[src/rtl/wb_pkg.sv]
// Shared types for the write-back stage: register index width and write-source encoding.
package wb_pkg;
    localparam int REG_W = 5;

    typedef enum logic {WB_SRC_EXE = 1'b0, WB_SRC_MEM = 1'b1} wb_src_e;
    typedef logic [REG_W-1:0] reg_idx_t;
endpackage

[src/rtl/wb_ldq.sv]
// In-order queue of outstanding load destinations, with a per-entry valid bit and the
// OR-reduced busy mask that decode uses to stall on pending loads.
module wb_ldq #(
    parameter int REG_W = 5,
    parameter int DEPTH = 4
) (
    input  logic                  clk,
    input  logic                  rst_n,
    input  logic                  push,
    input  logic [REG_W-1:0]      pushReg,
    input  logic                  pop,
    output logic [REG_W-1:0]      headReg,
    output logic                  full,
    output logic                  empty,
    output logic [2**REG_W-1:0]   busyMask
);
    localparam int PW = $clog2(DEPTH);
    localparam int CW = $clog2(DEPTH + 1);

    logic [REG_W-1:0] entryReg [DEPTH];
    logic [DEPTH-1:0] entryVld;
    logic [PW-1:0]    wrPtr, rdPtr;
    logic [CW-1:0]    count;
    logic             pushOk, popOk;

    assign full    = (count == CW'(DEPTH));
    assign empty   = (count == '0);
    assign popOk   = pop & ~empty;
    // A push at full is only legal when the head retires in the same cycle.
    assign pushOk  = push & (~full | popOk);
    assign headReg = entryReg[rdPtr];

    always_ff @(posedge clk or negedge rst_n) begin
        if (!rst_n) begin
            entryVld <= '0;
            wrPtr    <= '0;
            rdPtr    <= '0;
            count    <= '0;
        end else begin
            // Clear before set: at full with push+pop the slot is reused and must stay valid.
            if (popOk) begin
                entryVld[rdPtr] <= 1'b0;
                rdPtr           <= PW'(rdPtr + 1'b1);
            end
            if (pushOk) begin
                entryVld[wrPtr] <= 1'b1;
                wrPtr           <= PW'(wrPtr + 1'b1);
            end
            case ({pushOk, popOk})
                2'b10:   count <= CW'(count + 1'b1);
                2'b01:   count <= CW'(count - 1'b1);
                default: count <= count;
            endcase
        end
    end

    always_ff @(posedge clk) begin
        if (pushOk) entryReg[wrPtr] <= pushReg;
    end

    always_comb begin
        busyMask = '0;
        for (int i = 0; i < DEPTH; i++)
            if (entryVld[i]) busyMask[entryReg[i]] = 1'b1;
    end
endmodule

[src/rtl/wb_port_arbiter.sv]
// Register-file write port owner: load returns (unstallable) win over execute results;
// one registered write per cycle, with sticky protocol-error detection.
module wb_port_arbiter
    import wb_pkg::*;
#(
    parameter int N         = 32,
    parameter int REG_W     = wb_pkg::REG_W,
    parameter int LDQ_DEPTH = 4
) (
    input  logic                clk,
    input  logic                rst_n,
    input  logic                alu_vld,
    input  logic [REG_W-1:0]    alu_reg,
    input  logic [N-1:0]        alu_data,
    output logic                alu_rdy,
    input  logic                ld_issue,
    input  logic [REG_W-1:0]    ld_reg,
    output logic                ld_full,
    input  logic                mem_rvld,
    input  logic [N-1:0]        mem_rdata,
    output logic                wb_en,
    output logic [REG_W-1:0]    wb_reg,
    output logic [N-1:0]        wb_data,
    output logic                wb_src,
    output logic [2**REG_W-1:0] busy_mask,
    output logic                proto_err
);
    logic [REG_W-1:0] headReg;
    logic             ldqEmpty;
    logic             memGrant;
    logic             errNow;
    wb_src_e          srcSel;

    wb_ldq #(.REG_W(REG_W), .DEPTH(LDQ_DEPTH)) uLdq (
        .clk      (clk),
        .rst_n    (rst_n),
        .push     (ld_issue),
        .pushReg  (ld_reg),
        .pop      (mem_rvld),
        .headReg  (headReg),
        .full     (ld_full),
        .empty    (ldqEmpty),
        .busyMask (busy_mask)
    );

    // A return against an empty queue has no destination; a same-cycle issue cannot claim it.
    assign memGrant = mem_rvld & ~ldqEmpty;
    assign alu_rdy  = alu_vld & ~mem_rvld & ~busy_mask[alu_reg];
    assign errNow   = (mem_rvld & ldqEmpty) | (ld_issue & ld_full & ~memGrant);
    assign srcSel   = memGrant ? WB_SRC_MEM : WB_SRC_EXE;

    always_ff @(posedge clk or negedge rst_n) begin
        if (!rst_n) begin
            wb_en     <= 1'b0;
            wb_reg    <= '0;
            wb_data   <= '0;
            wb_src    <= 1'b0;
            proto_err <= 1'b0;
        end else begin
            proto_err <= proto_err | errNow;
            if (memGrant) begin
                wb_en   <= 1'b1;
                wb_reg  <= headReg;
                wb_data <= mem_rdata;
                wb_src  <= srcSel;
            end else if (alu_rdy) begin
                wb_en   <= 1'b1;
                wb_reg  <= alu_reg;
                wb_data <= alu_data;
                wb_src  <= srcSel;
            end else begin
                wb_en   <= 1'b0;
            end
        end
    end
endmodule

[config.mk]
export PLATFORM = sky130hd
export DESIGN_NAME = wb_port_arbiter
export DESIGN_NICKNAME = d
export VERILOG_FILES = /design/src/rtl/wb_pkg.sv /design/src/rtl/wb_ldq.sv /design/src/rtl/wb_port_arbiter.sv
export SDC_FILE = /design/constraint.sdc
export NUM_CORES = 1
export LEC_CHECK = 0
export BUFFER_PORTS_ARGS = -buffer_cell sky130_fd_sc_hd__buf_2
export CAP_MARGIN = 20
export CORE_MARGIN = 1
export CORE_UTILIZATION = 45
export DETAILED_ROUTE_END_ITERATION = 8
export PLACE_DENSITY = 0.72
export SYNTH_ARGS = -nofsm -noshare
export SYNTH_HDL_FRONTEND = slang
export SYNTH_HIERARCHICAL = 1
export SYNTH_SLANG_ARGS = --single-unit
[constraint.sdc]
create_clock -name clk -period 3.7 [get_ports clk]
set_input_delay 0.185 -clock clk [delete_from_list [all_inputs] [get_ports clk]]
set_output_delay 0.185 -clock clk [all_outputs]
set_load 0.05 [all_outputs]
# After elaboration in Yosys (flattened, before gate mapping)

Memories as Yosys holds them, arrays and structs flattened.
Cells that the tools add are included.
Widths: inputs -> output; s select.

Word-level logic and storage cells: 92
Memories kept: 1
Memory bits (writable): 20
Bits of input ports: 79
Register bits: 51

Memories:

| memory        | depth | width | read ports | clocked after Yosys merged registers in | write ports | line         | RTL |
|---|---|---|---|---|---|---|---|
| uLdq.entryReg | 4     | 5     | 5          | 0                                       | 1           | wb_ldq.sv:20 | `logic [REG_W-1:0] entryReg [DEPTH];` |

Reduce and logical (&&, ||, !) cells: 9
$add $sub $neg: 4
Magnitude comparators: 13
Bitwise gates (word level): 21
Eq/ne operators: 3
Multiplexer cells: 32

Operator list:

| operator            | number |
|---|---|
| $mux 32             | 6 |
| $or 32x32->32       | 3 |
| $lt 5x6->1 const B  | 5 |
| $demux 1 s5         | 4 |
| $ge 5x1->1 const B  | 4 |
| $mux 1              | 14 |
| $mux 5              | 2 |
| $mux 4              | 2 |
| $and 1x1->1         | 7 |
| $logic_and 1x1->1   | 6 |
| $lt 2x3->1 const B  | 2 |
| $pmux 3 s2          | 1 |
| $bmux 1 s5          | 1 |
| $not 1->1           | 5 |
| $add 2x1->2 const B | 2 |
| $and 4x4->4         | 1 |
| $demux 1 s2         | 2 |
| $ge 2x1->1 const B  | 2 |
| $not 4->4           | 1 |
| $or 4x4->4          | 1 |
| $reduce_bool 2->1   | 2 |
| $add 3x1->3 const B | 1 |
| $eq 3x3->1 const B  | 1 |
| $logic_not 3->1     | 1 |
| 4 further kinds     | 6 |

# Depth between registers and ports, before layout

Word-level depth: 17
Mapped depth: 11
Gate-level depth less buffers: 8

# Hierarchy

The synthesis kept the hierarchy.

Modules (own cells, without submodules):

| module          | cells an instance | area each (µm²) | instances |
|---|---|---|---|
| wb_ldq          | 232               | 2453.6          | 1 |
| wb_port_arbiter | 205               | 2304.7          | 1 |

# Least setup slack after synthesis

No wires, ideal clock.

Path type: reg-to-reg
From: memory uLdq.entryReg[1][2]
To: register wb_data[11]
Path slack: 0.236 ns
Setup time: 0.126 ns
Arrival time: 3.338 ns
Buffers on the path: 2
Data required time: 3.574 ns
Stages on the path, launching flop included: 10
Cell sequence: edfxtp_1 -> or3b_2 -> o221ai_1 -> mux4_2 -> o22ai_1 -> o221ai_1 -> buf_2 -> clkbuf_1 -> a21boi_0 -> a221o_1

RTL lines:

| what                   | line                  | RTL |
|---|---|---|
| start: declaration     | wb_ldq.sv:20          |  |
| end signal: assignment | wb_port_arbiter.sv:64 | `wb_data <= mem_rdata;` |
| end signal: assignment | wb_port_arbiter.sv:69 | `wb_data <= alu_data;` |
| end: declaration       | wb_port_arbiter.sv:23 | `output logic [N-1:0] wb_data,` |

==> metrics <==
Syn Inst Count=437; synth-to-layout area growth=23.7%; synth top area cells=dfrtp_1 (27%), edfxtp_1 (13%), a221o_1 (8.6%); simple-gate share of the synthesized area=between 10% and 20%; Total GRT Usage=28.5%; Core Area=10,300 µm²; Pint=0.00231 W; max reg flops=32; Syn. warnings=6; Sw Share=47.5%; number of synthesized register bits=71; power per cell area=748 nW/µm²; vias per cell=6.53; Rows=37; DIE WIDTH=105 µm; Layout fillers=900; xor/xnor share of the synthesized area=less than 1%; ANT nets after route=0; clk sinks=71; R2R setup slack=0.55 ns; setup_tns=0 ns; Synth Area in Compound Gates=27.9%; RR Startpoint=uLdq/entryReg[0][4]$_DFFE_PP_; Skew-Pair Late Insertion Delay=0.36 ns; crit path time final=3.52 ns; initial antenna violation count=0; drt drc=0; starting density of the core=46.3%; Vias=4,681; clock skew=0.0168 ns; register area share after synthesis=between 30% and 40%; Sequential Power Share=31.1%; area of the mapped netlist=around 4800 µm²; HPWL Detailed=10,800 µm; critical path class=flop to output pin; n_diodes=0; Yosys cell types=58; Logic pwr share=about 50%; wire per inst=21.6 µm; Die H=105 µm; proportion of layout cells with a drive suffix above 1=36.7%; pre-CTS WS=0.374 ns; Reg clk slew, reported paths=approximately 0.080 ns; max-cap viol count=0; DIE AREA=11,000 µm²; DR iter-0 viols=511; Max VDD drop=just under 400 µV; Slew headroom=47.0%; R2R depth=9; fraction of registers with async set/reset=71.8%; global-route wire length before repair=24,500 µm; P_sw=around 0.0021 W; syn nets=525; status=finished clean; leading area contributor after synthesis=dfrtp_1; final WL=approximately 15,000 µm; fmax=284 MHz; TritonCTS clock tree=built; Main synth FF type=dfrtp_1; count of input and output buffers=152; vias in the first global route=about 4,500; Clock Power Share=18.1%; EDFF count, synth=20; DRT Pass-1 Iters=6; RSZ-0062 raised after global routing=false; pin count of the biggest net entering global routing=52; Hold WC Path Type=input port to flop; CP required=3.51 ns; Leak=2.53 nW; Avg Cell Area, Syn=roughly 11 µm²; clock buffer depth=2; CP max FO=39; largest family of logic cells by synthesized area=compound AO/OA/AOI/OAI gates; GRT overflow=0; Layout Nets=approximately 660; num ports=153; reg-to-reg critical path endpoint=wb_data[25]$_DFFE_PN0P_; Period Utilization, post-route=95.0%; clock root cell=clkbuf_8; mux cell area share after synthesis=6.60%; crit path from=uLdq/entryReg[0][4]$_DFFE_PP_; fin. max-slew vios=0; CP endpoint=alu_rdy; cts bufs inserted=9; CP Capture Type=output pin; adder and majority gate portion of the synthesized area=roughly 2.5%; H-tree levels=3; Data arrival, critical path=~3.3 ns; RePlAce Congestion=slightly below 1; final hold violations=0; share of the synthesized area in the top cell type=26.8%; Critical Path Source Type=flop; Setup WS post-layout=0.184 ns; worst-margin pin slew=0.791 ns; final setup violation count=0
metal layers:
layer / up-vias / track usage (%) / wire [µm]
li1: 2050 / - / -
met1: 2273 / 37.7 / 6210
met2: 306 / 44.2 / 7300
met3: 52 / 6.61 / 1450
met4: 0 / 13.3 / 518
met5: - / 0 / 0
Yosys cell counts (12+ instances only):
| cell type | instances |
|---|---|
| o22ai_1 | 16 |
| a221o_1 | 41 |
| edfxtp_1 | 20 |
| and2_1 | 40 |
| a21boi_0 | 36 |
| a22oi_1 | 14 |
| clkbuf_1 | 26 |
| nand3b_1 | 12 |
| dfrtp_1 | 51 |
| o221ai_1 | 18 |
| mux4_2 | 12 |
power groups by stage:
stage / clock network (W) / registers, W / logic, W
6_report: 0.000795 / 0.00137 / 0.00224
5_1_grt: 0.000846 / 0.00141 / 0.00237
4_1_cts: 0.000812 / 0.00136 / 0.00221
3_5_place_dp: 0 / 0.00138 / 0.00220
3_3_place_gp: 0 / 0.00136 / 0.00217
2_1_floorplan: 0 / 0.00185 / 0.00115
through the flow:
stage / cell area, µm² / total power (W) / utilization, % / hold slack, ns / cells
after floorplan: 4760 / 0.00300 / - / -0.111 / 437
after global placement: 5590 / 0.00354 / 54.3 / 0.339 / 697
after detailed placement: 5590 / 0.00358 / 54.3 / 0.344 / 697
after CTS: 5860 / 0.00439 / 57.0 / 0.0249 / 714
after global routing: 5890 / 0.00462 / 57.3 / 0.0296 / 717
final: 5890 / 0.00440 / 57.3 / 0.0384 / 717
layout make-up:
cell class	count	area, µm²	area share [%]
clock buffer	11	153	2.59
clock inverter	5	104	1.76
inverter	9	33.8	0.574
multi-input combinational	321	2700	45.8
sequential	71	1880	31.9
tap	136	170	2.89
timing repair buffer	164	853	14.5
worst max-delay path, cell delays in order, from the launching register on:
cell,delay [ns]
edfxtp_1,0.78
and4bb_2,0.34
a22oi_1,0.19
o221ai_1,0.18
mux4_2,0.49
mux2i_1,0.19
o221ai_2,0.13
and2_4,0.30
inv_1,0.09
buf_2,0.26
worst min-delay path by stage:
stage               from                            end  depth (start not counted)
5_1_grt        ld_reg[4]  uLdq/entryReg[1][4]$_DFFE_PP_                          1
3_3_place_gp       rst_n         wb_data[2]$_DFFE_PN0P_                          2
6_report       ld_reg[2]  uLdq/entryReg[3][2]$_DFFE_PP_                          1
2_1_floorplan      rst_n            proto_err$_DFF_PN0_                          0
4_1_cts        ld_reg[2]  uLdq/entryReg[3][2]$_DFFE_PP_                          1
3_5_place_dp       rst_n         wb_data[2]$_DFFE_PN0P_                          2
cell families after synthesis:
family,count (synthesis)
and+or+nand+nor,134
AOI/OAI and AO/OA,158
xor gates and xnor gates,4
adders and majority gates,9
buffers and inverters,45
muxes,16
DFF,71
what timing repair did:
action | 4_1_cts | 5_1_grt
setup buffers | 0 | 3
hold buffers | 1 | 0
endpoints found under the hold margin | 51 | 0
endpoints found under the setup margin | 1 | 1
gates resized for setup | 1 | 1
placed cells by master (no fill, tap or decap), drive strengths merged, types with 5 or more instances in the layout:
| cell type | n |
|---|---|
| o22ai | 16 |
| nor3b | 7 |
| nor2 | 10 |
| buf | 163 |
| or3b | 9 |
| clkbuf | 11 |
| o221ai | 18 |
| a21boi | 37 |
| and2 | 41 |
| nand3 | 7 |
| ha | 8 |
| edfxtp | 20 |
| nand3b | 12 |
| inv | 9 |
| nor2b | 9 |
| nor3 | 5 |
| dfrtp | 51 |
| nand2 | 10 |
| a221o | 42 |
| a22oi | 14 |
| a311o | 9 |
| mux4 | 12 |
(Power assumes the default switching activity.)
